### src/rtl/uart_rx_fifo.sv
// Asynchronous serial receiver feeding a show-ahead FIFO with per-word error flags.
// Optional build macro BREAK_DETECT_EN: report line breaks on break_det instead of queueing them.
module uart_rx_fifo #(
    parameter int CLOCK_HZ    = 27000000,
    parameter int BIT_RATE_HZ = 115200,
    parameter int DATA_BITS   = 8,
    parameter int PARITY      = 0,
    parameter int STOP_BITS   = 1,
    parameter int FIFO_DEPTH  = 4
) (
    input  logic                          clk,
    input  logic                          reset_n,
    input  logic                          rx_data,
    output logic [DATA_BITS-1:0]          rx_word,
    output logic                          rx_frame_err,
    output logic                          rx_parity_err,
    output logic                          rx_valid,
    input  logic                          rx_ready,
    output logic                          overrun,
    input  logic                          clear_overrun,
    output logic [$clog2(FIFO_DEPTH):0]   fifo_count,
    output logic                          break_det
);

    localparam int DIV = CLOCK_HZ / BIT_RATE_HZ;
    localparam int CW  = $clog2(DIV);
    localparam int BW  = $clog2(DATA_BITS);
    localparam int AW  = $clog2(FIFO_DEPTH);
    localparam int EW  = DATA_BITS + 2;

    localparam logic [CW-1:0] HALF_LOAD = CW'(DIV / 2 - 1);
    localparam logic [CW-1:0] FULL_LOAD = CW'(DIV - 1);

    typedef enum logic [2:0] {
        S_IDLE, S_START, S_DATA, S_PARITY, S_STOP, S_WAIT_HIGH
    } state_t;

    state_t               state, state_n;
    logic                 rx_meta, rxs;
    logic [CW-1:0]        cnt, cnt_n;
    logic [BW-1:0]        bit_idx, bit_idx_n;
    logic [DATA_BITS-1:0] shreg, shreg_n;
    logic                 ferr, ferr_n;
    logic                 perr, perr_n;
    logic                 stop_idx, stop_idx_n;
    logic                 tick, push, is_break;
`ifdef BREAK_DETECT_EN
    logic                 par_bit, par_bit_n;
`endif

    // Two-flop synchroniser; everything downstream sees only rxs.
    always_ff @(posedge clk) begin
        if (!reset_n) begin
            rx_meta <= 1'b1;
            rxs     <= 1'b1;
        end else begin
            // NOTE: sequential state always uses non-blocking assignment so every flop samples pre-edge values.
            rx_meta <= rx_data;
            rxs     <= rx_meta;
        end
    end

    always_ff @(posedge clk) begin
        if (!reset_n) begin
            state    <= S_IDLE;
            cnt      <= '0;
            bit_idx  <= '0;
            shreg    <= '0;
            ferr     <= 1'b0;
            perr     <= 1'b0;
            stop_idx <= 1'b0;
`ifdef BREAK_DETECT_EN
            par_bit  <= 1'b0;
`endif
        end else begin
            state    <= state_n;
            cnt      <= cnt_n;
            bit_idx  <= bit_idx_n;
            shreg    <= shreg_n;
            ferr     <= ferr_n;
            perr     <= perr_n;
            stop_idx <= stop_idx_n;
`ifdef BREAK_DETECT_EN
            par_bit  <= par_bit_n;
`endif
        end
    end

    always_comb begin
        // NOTE: every output of this block gets a default first, otherwise untouched paths infer latches.
        state_n    = state;
        cnt_n      = cnt;
        bit_idx_n  = bit_idx;
        shreg_n    = shreg;
        ferr_n     = ferr;
        perr_n     = perr;
        stop_idx_n = stop_idx;
        push       = 1'b0;
        is_break   = 1'b0;
`ifdef BREAK_DETECT_EN
        par_bit_n  = par_bit;
`endif
        tick = (cnt == '0);

        if (state != S_IDLE && state != S_WAIT_HIGH)
            cnt_n = tick ? FULL_LOAD : cnt - 1'b1;

        unique case (state)
            S_IDLE: begin
                if (!rxs) begin
                    state_n = S_START;
                    cnt_n   = HALF_LOAD;
                end
            end
            S_START: begin
                if (tick) begin
                    if (!rxs) begin
                        state_n   = S_DATA;
                        bit_idx_n = '0;
                        perr_n    = 1'b0;
                    end else begin
                        state_n = S_IDLE;
                    end
                end
            end
            S_DATA: begin
                if (tick) begin
                    shreg_n = {rxs, shreg[DATA_BITS-1:1]};
                    if (bit_idx == BW'(DATA_BITS - 1)) begin
                        state_n    = (PARITY != 0) ? S_PARITY : S_STOP;
                        stop_idx_n = 1'b0;
                        ferr_n     = 1'b0;
                    end else begin
                        bit_idx_n = bit_idx + 1'b1;
                    end
                end
            end
            S_PARITY: begin
                if (tick) begin
                    perr_n  = ((^shreg) ^ rxs) != (PARITY == 1);
                    state_n = S_STOP;
`ifdef BREAK_DETECT_EN
                    par_bit_n = rxs;
`endif
                end
            end
            S_STOP: begin
                if (tick) begin
`ifdef BREAK_DETECT_EN
                    is_break = !stop_idx && shreg == '0 && (PARITY == 0 || !par_bit) && !rxs;
`endif
                    if (is_break) begin
                        state_n = S_WAIT_HIGH;
                    end else if (stop_idx == 1'(STOP_BITS - 1)) begin
                        push    = 1'b1;
                        state_n = (ferr || !rxs) ? S_WAIT_HIGH : S_IDLE;
                    end else begin
                        stop_idx_n = 1'b1;
                        ferr_n     = ferr | ~rxs;
                    end
                end
            end
            S_WAIT_HIGH: begin
                if (rxs) state_n = S_IDLE;
            end
            default: state_n = S_IDLE;
        endcase
    end

    assign break_det = is_break;

    // Show-ahead FIFO: head entry is visible combinationally while non-empty.
    logic [EW-1:0] mem [FIFO_DEPTH];
    logic [AW-1:0] wr_ptr, rd_ptr;
    logic [EW-1:0] head;
    logic          full, pop, wr_en;

    assign full  = (fifo_count == (AW+1)'(FIFO_DEPTH));
    assign pop   = rx_valid && rx_ready;
    assign wr_en = push && (!full || pop);

    // NOTE: storage is not reset; occupancy is tracked by the reset pointers and count alone.
    always_ff @(posedge clk) begin
        if (wr_en) mem[wr_ptr] <= {perr, ferr | ~rxs, shreg};
    end

    always_ff @(posedge clk) begin
        if (!reset_n) begin
            wr_ptr     <= '0;
            rd_ptr     <= '0;
            fifo_count <= '0;
            overrun    <= 1'b0;
        end else begin
            if (wr_en) wr_ptr <= wr_ptr + 1'b1;
            if (pop)   rd_ptr <= rd_ptr + 1'b1;
            unique case ({wr_en, pop})
                2'b10:   fifo_count <= fifo_count + 1'b1;
                2'b01:   fifo_count <= fifo_count - 1'b1;
                default: fifo_count <= fifo_count;
            endcase
            if (push && full && !pop) overrun <= 1'b1;
            else if (clear_overrun)   overrun <= 1'b0;
        end
    end

    assign rx_valid      = (fifo_count != '0);
    assign head          = mem[rd_ptr];
    assign rx_word       = rx_valid ? head[DATA_BITS-1:0] : '0;
    assign rx_frame_err  = rx_valid & head[DATA_BITS];
    assign rx_parity_err = rx_valid & head[DATA_BITS+1];

endmodule

### config.mk
export PLATFORM = sky130hd
export DESIGN_NAME = uart_rx_fifo
export DESIGN_NICKNAME = d
export VERILOG_FILES = /design/src/rtl/uart_rx_fifo.sv
export SDC_FILE = /design/constraint.sdc
export NUM_CORES = 1
export LEC_CHECK = 0
export ABC_CLOCK_PERIOD_IN_PS = 2600
export BUFFER_PORTS_ARGS = -buffer_cell sky130_fd_sc_hd__buf_2
export CAP_MARGIN = 5
export CORE_ASPECT_RATIO = 0.8
export CORE_MARGIN = 1
export CORE_UTILIZATION = 45
export DETAILED_ROUTE_END_ITERATION = 8
export GPL_TIMING_DRIVEN = 0
export HOLD_SLACK_MARGIN = 0.05
export PLACE_DENSITY = 0.62
export SLEW_MARGIN = 20
export SYNTH_ARGS = -nofsm -noshare
export SYNTH_HDL_FRONTEND = slang
export SYNTH_SLANG_ARGS = --single-unit
### constraint.sdc
create_clock -name clk -period 2.6 [get_ports clk]
set_input_delay 0.26 -clock clk [delete_from_list [all_inputs] [get_ports clk]]
set_output_delay 0.26 -clock clk [all_outputs]
set_load 0.03 [all_outputs]
==> summary.md <==
| Metric | Value |
|---|---|
| CTS tree | built |
| Clock-pin slew on the worst setup and hold paths | 0.08 ns |
| Hold violation total from the final report | 0 |
| Setup TNS Final | 0 ns |
| Dpl hpwl | 4230 um |
| Tcrit/Tclk final | 0.932 |
| Gr usage total | 0.180 |
| Syn Nets | 289 |
| DR iter-0 viols | 101 |
| Yosys warning count | 0 |
| Worst Path Arrival | 2.44 ns |
| Mapped Cells | 276 |
| Unique masters post-synth | 51 |
| GP Congestion | 0.830 |
| Crit-path max FO | 10 |
| Post-layout util | 0.529 |
| Post-DR wirelength/cell | 15.2 um |
| Clock root buffer | clkbuf_8 |
| Worst VDD drop | 0.000659 V |
| Die Y-Extent | 80.3 um |
| Switch share | 0.354 |
| Initial Util | 0.466 |
| First-pass DRT Iterations | 6 |
| Core ar. | 7390 sq um |
| Setup crit end kind | flip-flop |
| Worst skew pair latency | 0.35 ns |
| I/O Buffers | 19 |
| Failing checks | design-rule violations |
| Placed inst area | 3670 sq um |
| Min Tclk post-route | 2.42 ns |
| Crit path kind | reg -> reg |
| Seq cells post-synth | 76 |
| Drt total wl | 6370 um |
| Startpoint Class | flip-flop |
| Clock share of power | 0.270 |
| Avg Cell Area, Syn | 12.5 sq um |
| Synth Cell Area | 3450 sq um |
| PwrDens | 921 nW/um^2 |
| Largest net degree at the start of global routing | 14 |
| Sequential share of power | 0.397 |
| Share of layout cells above drive strength 1 | 0.217 |
| Int Pwr | 0.00233 W |
| Setup ws final | 0.176 ns |
| Antenna diodes | 0 |
| Vias | 2168 |
| Comb power frac | 0.333 |
| CTS Hold Bufs | 0 |
| Critical Path RT | 2.62 ns |
| GRT overflow | 0 |
| Cell Rows | 28 |
| Leak Pwr | 1.48 nW |
| Area growth syn-to-layout | 13.6% |
| Sequential cell area fraction in the yosys report | 0.558 |
| CTS buffer count | 9 |
| Post-DRT Antenna Nets | 0 |
| Clock Skews | 0.00918 ns |
| Ys flop type | edfxtp_1 |
| Peak Freq | 0.413 GHz |
| Max-slew violations | 0 |
| Die X | 99.8 um |
| Vias in the first global route | 2023 |
| FFs w/ async S/R, synth | 0 |
| Outcome | finished with violations |
| Max_cap viols | 0 |
| Net Switching | 0.00128 W |
| RSZ-0062 raised after global routing | no |
| Full die area | 8010 sq um |
| Final instance area | 3910 sq um |
| Hold WS | 0.0963 ns |
| Number of flops mapped to enable cells by yosys | 40 |
| Final setup viols | 0 |
| Max-slew headroom | 0.452 |
| Initial antenna violation count | 0 |
| Longest Clk Path Bufs | 2 |
| # DRC | 1 |
| # clock sinks | 76 |
| First-pass GRT wire length | 10500 um |
| Avg Vias per Cell | 5.19 |
| DP Worst Slack | -0.0211 ns |
| Nets | 321 |
| Worst hold path type | in -> reg |
| Tightest Pin Transition | 0.810 ns |
| H-tree levels | 3 |
| I/O pins | 21 |
-- critical path: stages, from the launching register on --
cell	delay, ns
dfxtp_1	0.32
inv_1	0.10
ha_1	0.26
or3b_2	0.54
nor4_4	0.45
and2_2	0.42
-- area by class of cell --
cell class	instances	area (sq um)
Tap cell	105	131
Sequential cell	76	1920
Clock inverter	6	87.6
Buffer	15	66.3
Fill cell	648	3480
Inverter	13	48.8
Clock buffer	10	128
Multi-Input combinational cell	172	1420
Timing Repair Buffer	21	110
-- flip-flops by register name (all words and copies together) (netlist names), 2 cells and up, named ones only --
signal and cells:
fifo_count 3, wr_ptr 2, cnt 8, bit_idx 3, state 3, mem 40, shreg 8, rd_ptr 2
-- what timing repair did --
item	CTS	global route
pin swaps	1	0
resized for setup	0	2
endpoints found under the hold margin	0	0
setup endpoints to repair	31	1
buffers inserted	2	0
-- stage by stage --
| step | cells | total power [W] |
|---|---|---|
| global placement | 400 | 0.00263 |
| floorplan | 276 | 0.00236 |
| finish | 418 | 0.00360 |
| global route | 418 | 0.00380 |
| CTS | 418 | 0.00362 |
| detailed placement | 400 | 0.00264 |
-- power groups by stage --
stage | clock network (W) | registers, W | logic (W)
2_1_floorplan | 0 | 0.00145 | 0.000906
3_3_place_gp | 0 | 0.00145 | 0.00118
3_5_place_dp | 0 | 0.00145 | 0.00119
4_1_cts | 0.000997 | 0.00142 | 0.00120
5_1_grt | 0.00104 | 0.00144 | 0.00132
6_report | 0.000974 | 0.00143 | 0.00120
-- logic make-up (layout without fill, tap and decap cells) --
group                      after synthesis  in the layout  share of synthesized area
DFF                                     76             76                      0.558
muxes                                   26             26                      0.112
buffers and inverters                   28             65                     0.0334
and+or+nand+nor                         82             82                      0.138
AOI/OAI and AO/OA                       41             41                     0.0875
xor gates and xnor gates                14             14                     0.0396
adders and majority gates                8              8                     0.0312
other                                    1              1                    0.00109
-- cells in the final DEF (no fill, tap or decap), types with 4 or more instances in the layout --
cell type	instances
clkbuf_8	9
and2_2	4
edfxtp_1	40
ha_1	7
mux2i_1	16
xnor2_1	6
xor2_1	7
nand2_1	11
a21oi_1	12
nand2b_1	8
buf_2	24
nor2b_1	12
clkbuf_1	10
or3b_2	5
dfxtp_1	36
mux4_2	10
inv_1	13
nor2_1	22
nand3_1	4
-- synthesized netlist by cell type (2+ instances only) --
cell	count	area, sq um
a211oi_1	3	22.5
a21oi_1	12	60.1
a22oi_1	2	15.0
and2_2	4	30.0
buf_2	5	25.0
clkbuf_1	9	33.8
dfxtp_1	36	721
edfxtp_1	40	1200
ha_1	7	87.6
inv_1	13	48.8
mux2i_1	16	160
mux4_2	10	225
nand2_1	11	41.3
nand2b_1	8	50.1
nand3_1	4	20.0
nor2_1	22	82.6
nor2b_1	12	75.1
nor3_1	3	15.0
nor3b_1	4	30.0
o211ai_1	3	22.5
o21ai_0	3	15.0
o2bb2ai_1	2	17.5
o311ai_0	2	17.5
o31ai_1	3	22.5
or3b_2	5	43.8
xnor2_1	6	52.6
xor2_1	7	61.3
-- final timing paths --
check,end,cells past startpoint,slack (ns),start
setup / recovery,mem[0][4],5,0.18,cnt[0]
hold / removal,rx_meta,2,0.1,rx_data
setup reg to reg,mem[0][4],5,0.18,cnt[0]
hold reg to reg,rxs,1,0.43,rx_meta
-- per-layer routing --
| metal | global-route usage | vias to the layer above | routed length (um) |
|---|---|---|---|
| met5 | 0 | - | 0 |
| met4 | 0.0721 | 0 | 125 |
| met3 | 0.0479 | 13 | 317 |
| met2 | 0.257 | 46 | 2770 |
| met1 | 0.257 | 1042 | 3160 |
| li1 | - | 1067 | - |
Note: power is estimated with default switching activity, not from simulation.
